`src/rtl/sbox_bank_arbiter_pkg.sv`:
```
// Shared definitions for the masked S-box bank arbiter: requester tags and
// the width helper for the in-flight counter.
package sbox_bank_arbiter_pkg;

    localparam logic TAG_DAT = 1'b0;
    localparam logic TAG_KEY = 1'b1;

    // Bits needed to hold 0..max_val, never less than one.
    function automatic int cnt_width(input int max_val);
        return (max_val < 2) ? 1 : $clog2(max_val + 1);
    endfunction

endpackage

```
`src/rtl/sbox_tag_pipe.sv`:
```
// LATENCY-deep {valid, tag} shift register that tracks which requester owns
// each operand inside the free-running S-box bank.
module sbox_tag_pipe #(
    parameter int LATENCY = 4
) (
    input  logic clk,
    input  logic rst_n,
    input  logic v_i,
    input  logic tag_i,
    output logic v_o,
    output logic tag_o
);

    logic [LATENCY-1:0] v_q;
    logic [LATENCY-1:0] tag_q;

    always_ff @(posedge clk) begin
        if (!rst_n) begin
            v_q   <= '0;
            tag_q <= '0;
        end else begin
            v_q[0]   <= v_i;
            tag_q[0] <= tag_i;
            for (int i = 1; i < LATENCY; i++) begin
                v_q[i]   <= v_q[i-1];
                tag_q[i] <= tag_q[i-1];
            end
        end
    end

    assign v_o   = v_q[LATENCY-1];
    assign tag_o = tag_q[LATENCY-1];

endmodule

```
`src/rtl/sbox_bank_arbiter.sv`:
```
// Round-robin arbiter sharing one pipelined masked S-box bank between the
// round datapath and the key schedule; results are routed back by tag.
module sbox_bank_arbiter
    import sbox_bank_arbiter_pkg::*;
#(
    parameter int D       = 2,
    parameter int LATENCY = 4
) (
    input  logic                           clk,
    input  logic                           rst_n,
    input  logic                           dat_in_valid,
    output logic                           dat_in_ready,
    input  logic [32*D-1:0]                dat_in_sh,
    input  logic                           key_in_valid,
    output logic                           key_in_ready,
    input  logic [32*D-1:0]                key_in_sh,
    input  logic                           rnd_valid,
    output logic                           rnd_ready,
    output logic [32*D-1:0]                sbox_in,
    input  logic [32*D-1:0]                sbox_out,
    output logic                           dat_out_valid,
    output logic                           key_out_valid,
    output logic [32*D-1:0]                res_sh,
    output logic                           busy,
    output logic [cnt_width(LATENCY)-1:0]  in_flight
);

    localparam int CW = cnt_width(LATENCY);

    logic          issue;
    logic          grant_key;
    logic          ptr_q, ptr_d;
    logic [CW-1:0] in_flight_q, in_flight_d;
    logic          last_v;
    logic          last_tag;

    // Held in reset so that no ready or operand leaks out while rst_n is low.
    assign issue = rst_n & rnd_valid & (dat_in_valid | key_in_valid);

    // ptr_q holds the last winner; on contention the other side wins.
    assign grant_key = key_in_valid & (~dat_in_valid | (ptr_q == TAG_DAT));

    assign dat_in_ready = issue & ~grant_key;
    assign key_in_ready = issue &  grant_key;
    assign rnd_ready    = issue;

    // AND-OR select keeps the bus at zero unless an operand is granted.
    assign sbox_in = ({(32*D){dat_in_ready}} & dat_in_sh)
                   | ({(32*D){key_in_ready}} & key_in_sh);

    always_comb begin
        ptr_d = ptr_q;
        if (issue) begin
            ptr_d = grant_key;
        end
    end

    always_comb begin
        in_flight_d = in_flight_q;
        if (issue && !last_v) begin
            in_flight_d = in_flight_q + CW'(1);
        end else if (!issue && last_v) begin
            in_flight_d = in_flight_q - CW'(1);
        end
    end

    always_ff @(posedge clk) begin
        if (!rst_n) begin
            ptr_q       <= TAG_KEY;
            in_flight_q <= '0;
        end else begin
            ptr_q       <= ptr_d;
            in_flight_q <= in_flight_d;
        end
    end

    sbox_tag_pipe #(
        .LATENCY (LATENCY)
    ) u_tag_pipe (
        .clk   (clk),
        .rst_n (rst_n),
        .v_i   (issue),
        .tag_i (grant_key),
        .v_o   (last_v),
        .tag_o (last_tag)
    );

    assign dat_out_valid = last_v & (last_tag == TAG_DAT);
    assign key_out_valid = last_v & (last_tag == TAG_KEY);
    assign res_sh        = {(32*D){last_v}} & sbox_out;
    assign in_flight     = in_flight_q;
    assign busy          = (in_flight_q != '0);

endmodule

```
`config.mk`:
```
export PLATFORM = sky130hd
export DESIGN_NAME = sbox_bank_arbiter
export DESIGN_NICKNAME = d
export VERILOG_FILES = /design/src/rtl/sbox_bank_arbiter_pkg.sv /design/src/rtl/sbox_tag_pipe.sv /design/src/rtl/sbox_bank_arbiter.sv
export SDC_FILE = /design/constraint.sdc
export NUM_CORES = 1
export LEC_CHECK = 0
export BUFFER_PORTS_ARGS = -buffer_cell sky130_fd_sc_hd__buf_2
export CAP_MARGIN = 25
export CELL_PAD_IN_SITES_DETAIL_PLACEMENT = 0
export CELL_PAD_IN_SITES_GLOBAL_PLACEMENT = 2
export CORE_ASPECT_RATIO = 2
export CORE_MARGIN = 8
export CORE_UTILIZATION = 10
export DETAILED_ROUTE_END_ITERATION = 12
export GPL_TIMING_DRIVEN = 0
export PLACE_DENSITY = 0.94
export SYNTH_ARGS = -nofsm -noshare
export SYNTH_HDL_FRONTEND = slang
export SYNTH_SLANG_ARGS = --single-unit
```
`constraint.sdc`:
```
create_clock -name clk -period 5.2 [get_ports clk]
set_input_delay 1.3 -clock clk [delete_from_list [all_inputs] [get_ports clk]]
set_output_delay 1.3 -clock clk [all_outputs]
set_load 0.005 [all_outputs]
```
==> impl_metrics.toml <==
[grt]
grt_pass1_vias = 3292
grt_usage_pct = 12.0
antenna_found_initial = 10
grt_max_degree = 11
grt_pass1_wl_mm = 19.1
overflow = 0

[worst_setup_path]
slowest_delay_ns = 0.21
crit_path_start_kind = "input pin"
cp.required_ns = 3.90
path_max_fanout = 10
crit_path_end_kind = "output pin"
crit_buf_inv = 4
crit_family = "buffers and inverters"
cp_cell_sequence = "buf_2, nand2_1, and2b_1, buf_4, buf_4, a22o_1, buf_2"
worst-setup-path-type = "input pin to output pin"
slowest_stage = "and2b_1"
cp.arrival_ns = 2.49

[clock_tree]
cts_setup_buffers = 0
path_clk_slew_ns = 0.04
cts_htree_levels = 1
clk_latency_ns = 0.24
cts_made_buffers = 3
ctsLongestPathBuffers = 2
cts_resized = 0
cts_sinks = 12
postCtsHoldBufs = 0
cts_root_buffer = "clkbuf_16"
cts_tree = "yes"

[timing]
worstMarginPinSlew_ns = 0.371
finalHoldViolCount = 0
setup_viol = 0
rsz0062_at_grt = "false"
finalMaxSlewViolations = 0
skew_ns = 0.00131
fin_crit_sh_pct = 72.9
tns_ns = 0
period_minus_slack_ns = 3.79
max_slew_margin_pct = 75.2
clock.fmax_mhz = 264

[yosys]
ys_top_cells_by_area = "a22o_1 (36%), and2_1 (29%), dfxtp_1 (15%)"
postSynthAreaPerCell_sq_um = 8.07
post-synth-top-count-cell = "and2_1"
synthCells = 195
syn_nets = 394
synth_largest_area_cell = "a22o_1"
ys_types = 23
synth_ff_type = "dfxtp_1"
yosysWarnings = 0
synthArstFlopShare_pct = 0
syn_area_sq_um = 1570
synth_top_area_share_pct = 35.6
ys_ff_latch = 12
ys_top_cells_by_count = "and2_1 (73), a22o_1 (64), dfxtp_1 (12)"
synth_edf_count = 0
synth-seq-area-share_pct = 15.3

[floorplan]
die_h_um = 193
fp.dieW_um = 105
ioPinCount = 334
die_area_sq_um = 20300
coreArea_sq_um = 15600
placement_rows = 65
initial_core_util_pct = 10.1

[detailed_routing]
post_drt_wl_per_cell_um = 17.6
firstDrtPassIters = 4
first_iter_violations = 71
route.vias.total = 2921
drtAntennaViolNets = 0
wl_mm = 13.0
drc = 0
via_per_inst = 3.96

[pwr]
combPwrFrac_pct = 40.6
p_total_uw = 429
ir_drop_mv = 0.111
p_sw_uw = 113
p_leak_nw = 2.26
p_seq_share_pct = 23.5
pwr-share-clk_pct = 35.8
p_int_uw = 316
swShare_pct = 26.3
p_per_area_nw_per_um2 = 119

[final_layout]
seq_area_sq_um = 240
syn_to_final_growth_pct = 128
fin_cells = 737
nNetsFinal = 732
drive_gt1_share_pct = 66.2
fill_cells = 1797
multi_input_area_sq_um = 1180

[run_status]
outcome = "completed"

[placement]
place_inst = 729
port-buffer-count = 333
place_congestion = 0.859
dp_hpwl_mm = 12.1

[job]
maxCapViolations = 0

[worst_hold_path]
hold_path.class = "flop to flop"
[placed cells by master, fill, tap and decap left out, types with 2 or more instances in the layout]
master / n
inv_1: 2
buf_6: 5
or3_1: 2
nor2_1: 4
a21boi_1: 2
o21ai_0: 2
clkbuf_16: 3
buf_4: 7
and2_1: 73
a22o_1: 64
clkbuf_1: 8
buf_2: 335
diode_2: 4
nor2b_1: 2
dfxtp_1: 12
[routing by layer]
layer  up-vias  part of all wire (%)  track usage, %
met2       272                    47            20.4
met4        12                   1.3            3.89
li1       1381                     -               -
met1      1240                    36            11.7
met5         -                  0.59               0
met3        16                    15            7.59
[final timing paths]
kind / startpoint / end / slack, ns / cells past startpoint
max: rst_n / sbox_in[23] / 1.41 / 7
min reg2reg: u_tag_pipe.v_q[0] / u_tag_pipe.v_q[1] / 0.43 / 1
min: u_tag_pipe.v_q[0] / u_tag_pipe.v_q[1] / 0.43 / 1
max reg2reg: u_tag_pipe.v_q[3] / in_flight[2] / 3.27 / 8
[cell type report]
cell class | instances | area share (%)
Antenna cell | 4 | 0.279
Buffer | 22 | 4.15
Clock buffer | 4 | 2.47
Inverter | 2 | 0.209
Multi-Input combinational cell | 159 | 32.8
Sequential cell | 12 | 6.69
Tap cell | 201 | 7.00
Timing Repair Buffer | 333 | 46.4
[stage by stage]
| stage | hold slack (ns) | instance area [sq um] | setup slack, ns | util [%] |
|---|---|---|---|---|
| 6_report | 0.427 | 3590 | 1.41 | 23.0 |
| 5_1_grt | 0.438 | 3590 | 1.31 | 23.0 |
| 4_1_cts | 0.427 | 3580 | 1.38 | 22.9 |
| 3_5_place_dp | 0.417 | 3490 | 1.38 | 22.4 |
| 3_3_place_gp | 0.420 | 3490 | 1.39 | 22.4 |
| 2_1_floorplan | 0.412 | 1570 | 1.81 | - |
[kinds of logic (layout without fill, tap and decap cells)]
family / count (synthesis) / count (layout) / share of synthesized area [%]
AND/OR/NAND/NOR: 85 / 85 / 33.5
AO/OA/AOI/OAI: 69 / 69 / 37.5
buffers and inverters: 24 / 361 / 9.94
flip-flops: 12 / 12 / 15.3
adder cells (fa/ha/maj): 2 / 2 / 2.07
XOR/XNOR: 2 / 2 / 1.11
multiplexers: 1 / 1 / 0.636
other: 0 / 4 / 0
[sequential cells by signal (all words and copies together) (netlist names)]
name / flops
u_tag_pipe.tag_q: 4
u_tag_pipe.v_q: 4
in_flight: 3
ptr_q: 1
[power by group through the flow]
stage	Combinational [mW]	Sequential (mW)	Clock [mW]
2_1_floorplan	0.0578	0.102	0
3_3_place_gp	0.175	0.102	0
3_5_place_dp	0.178	0.103	0
4_1_cts	0.178	0.101	0.157
5_1_grt	0.193	0.102	0.164
6_report	0.174	0.101	0.154
[worst register-to-register path: cells and delay by family, from the launching register on]
family          cells  cell delay [ns]
simple gates        1             0.31
xor+xnor            1             0.16
buf+inv             3             0.39
fa+ha+maj           2             0.55
flops               1             0.33
compound gates      1             0.13
Power figures use the tool's default switching activity.
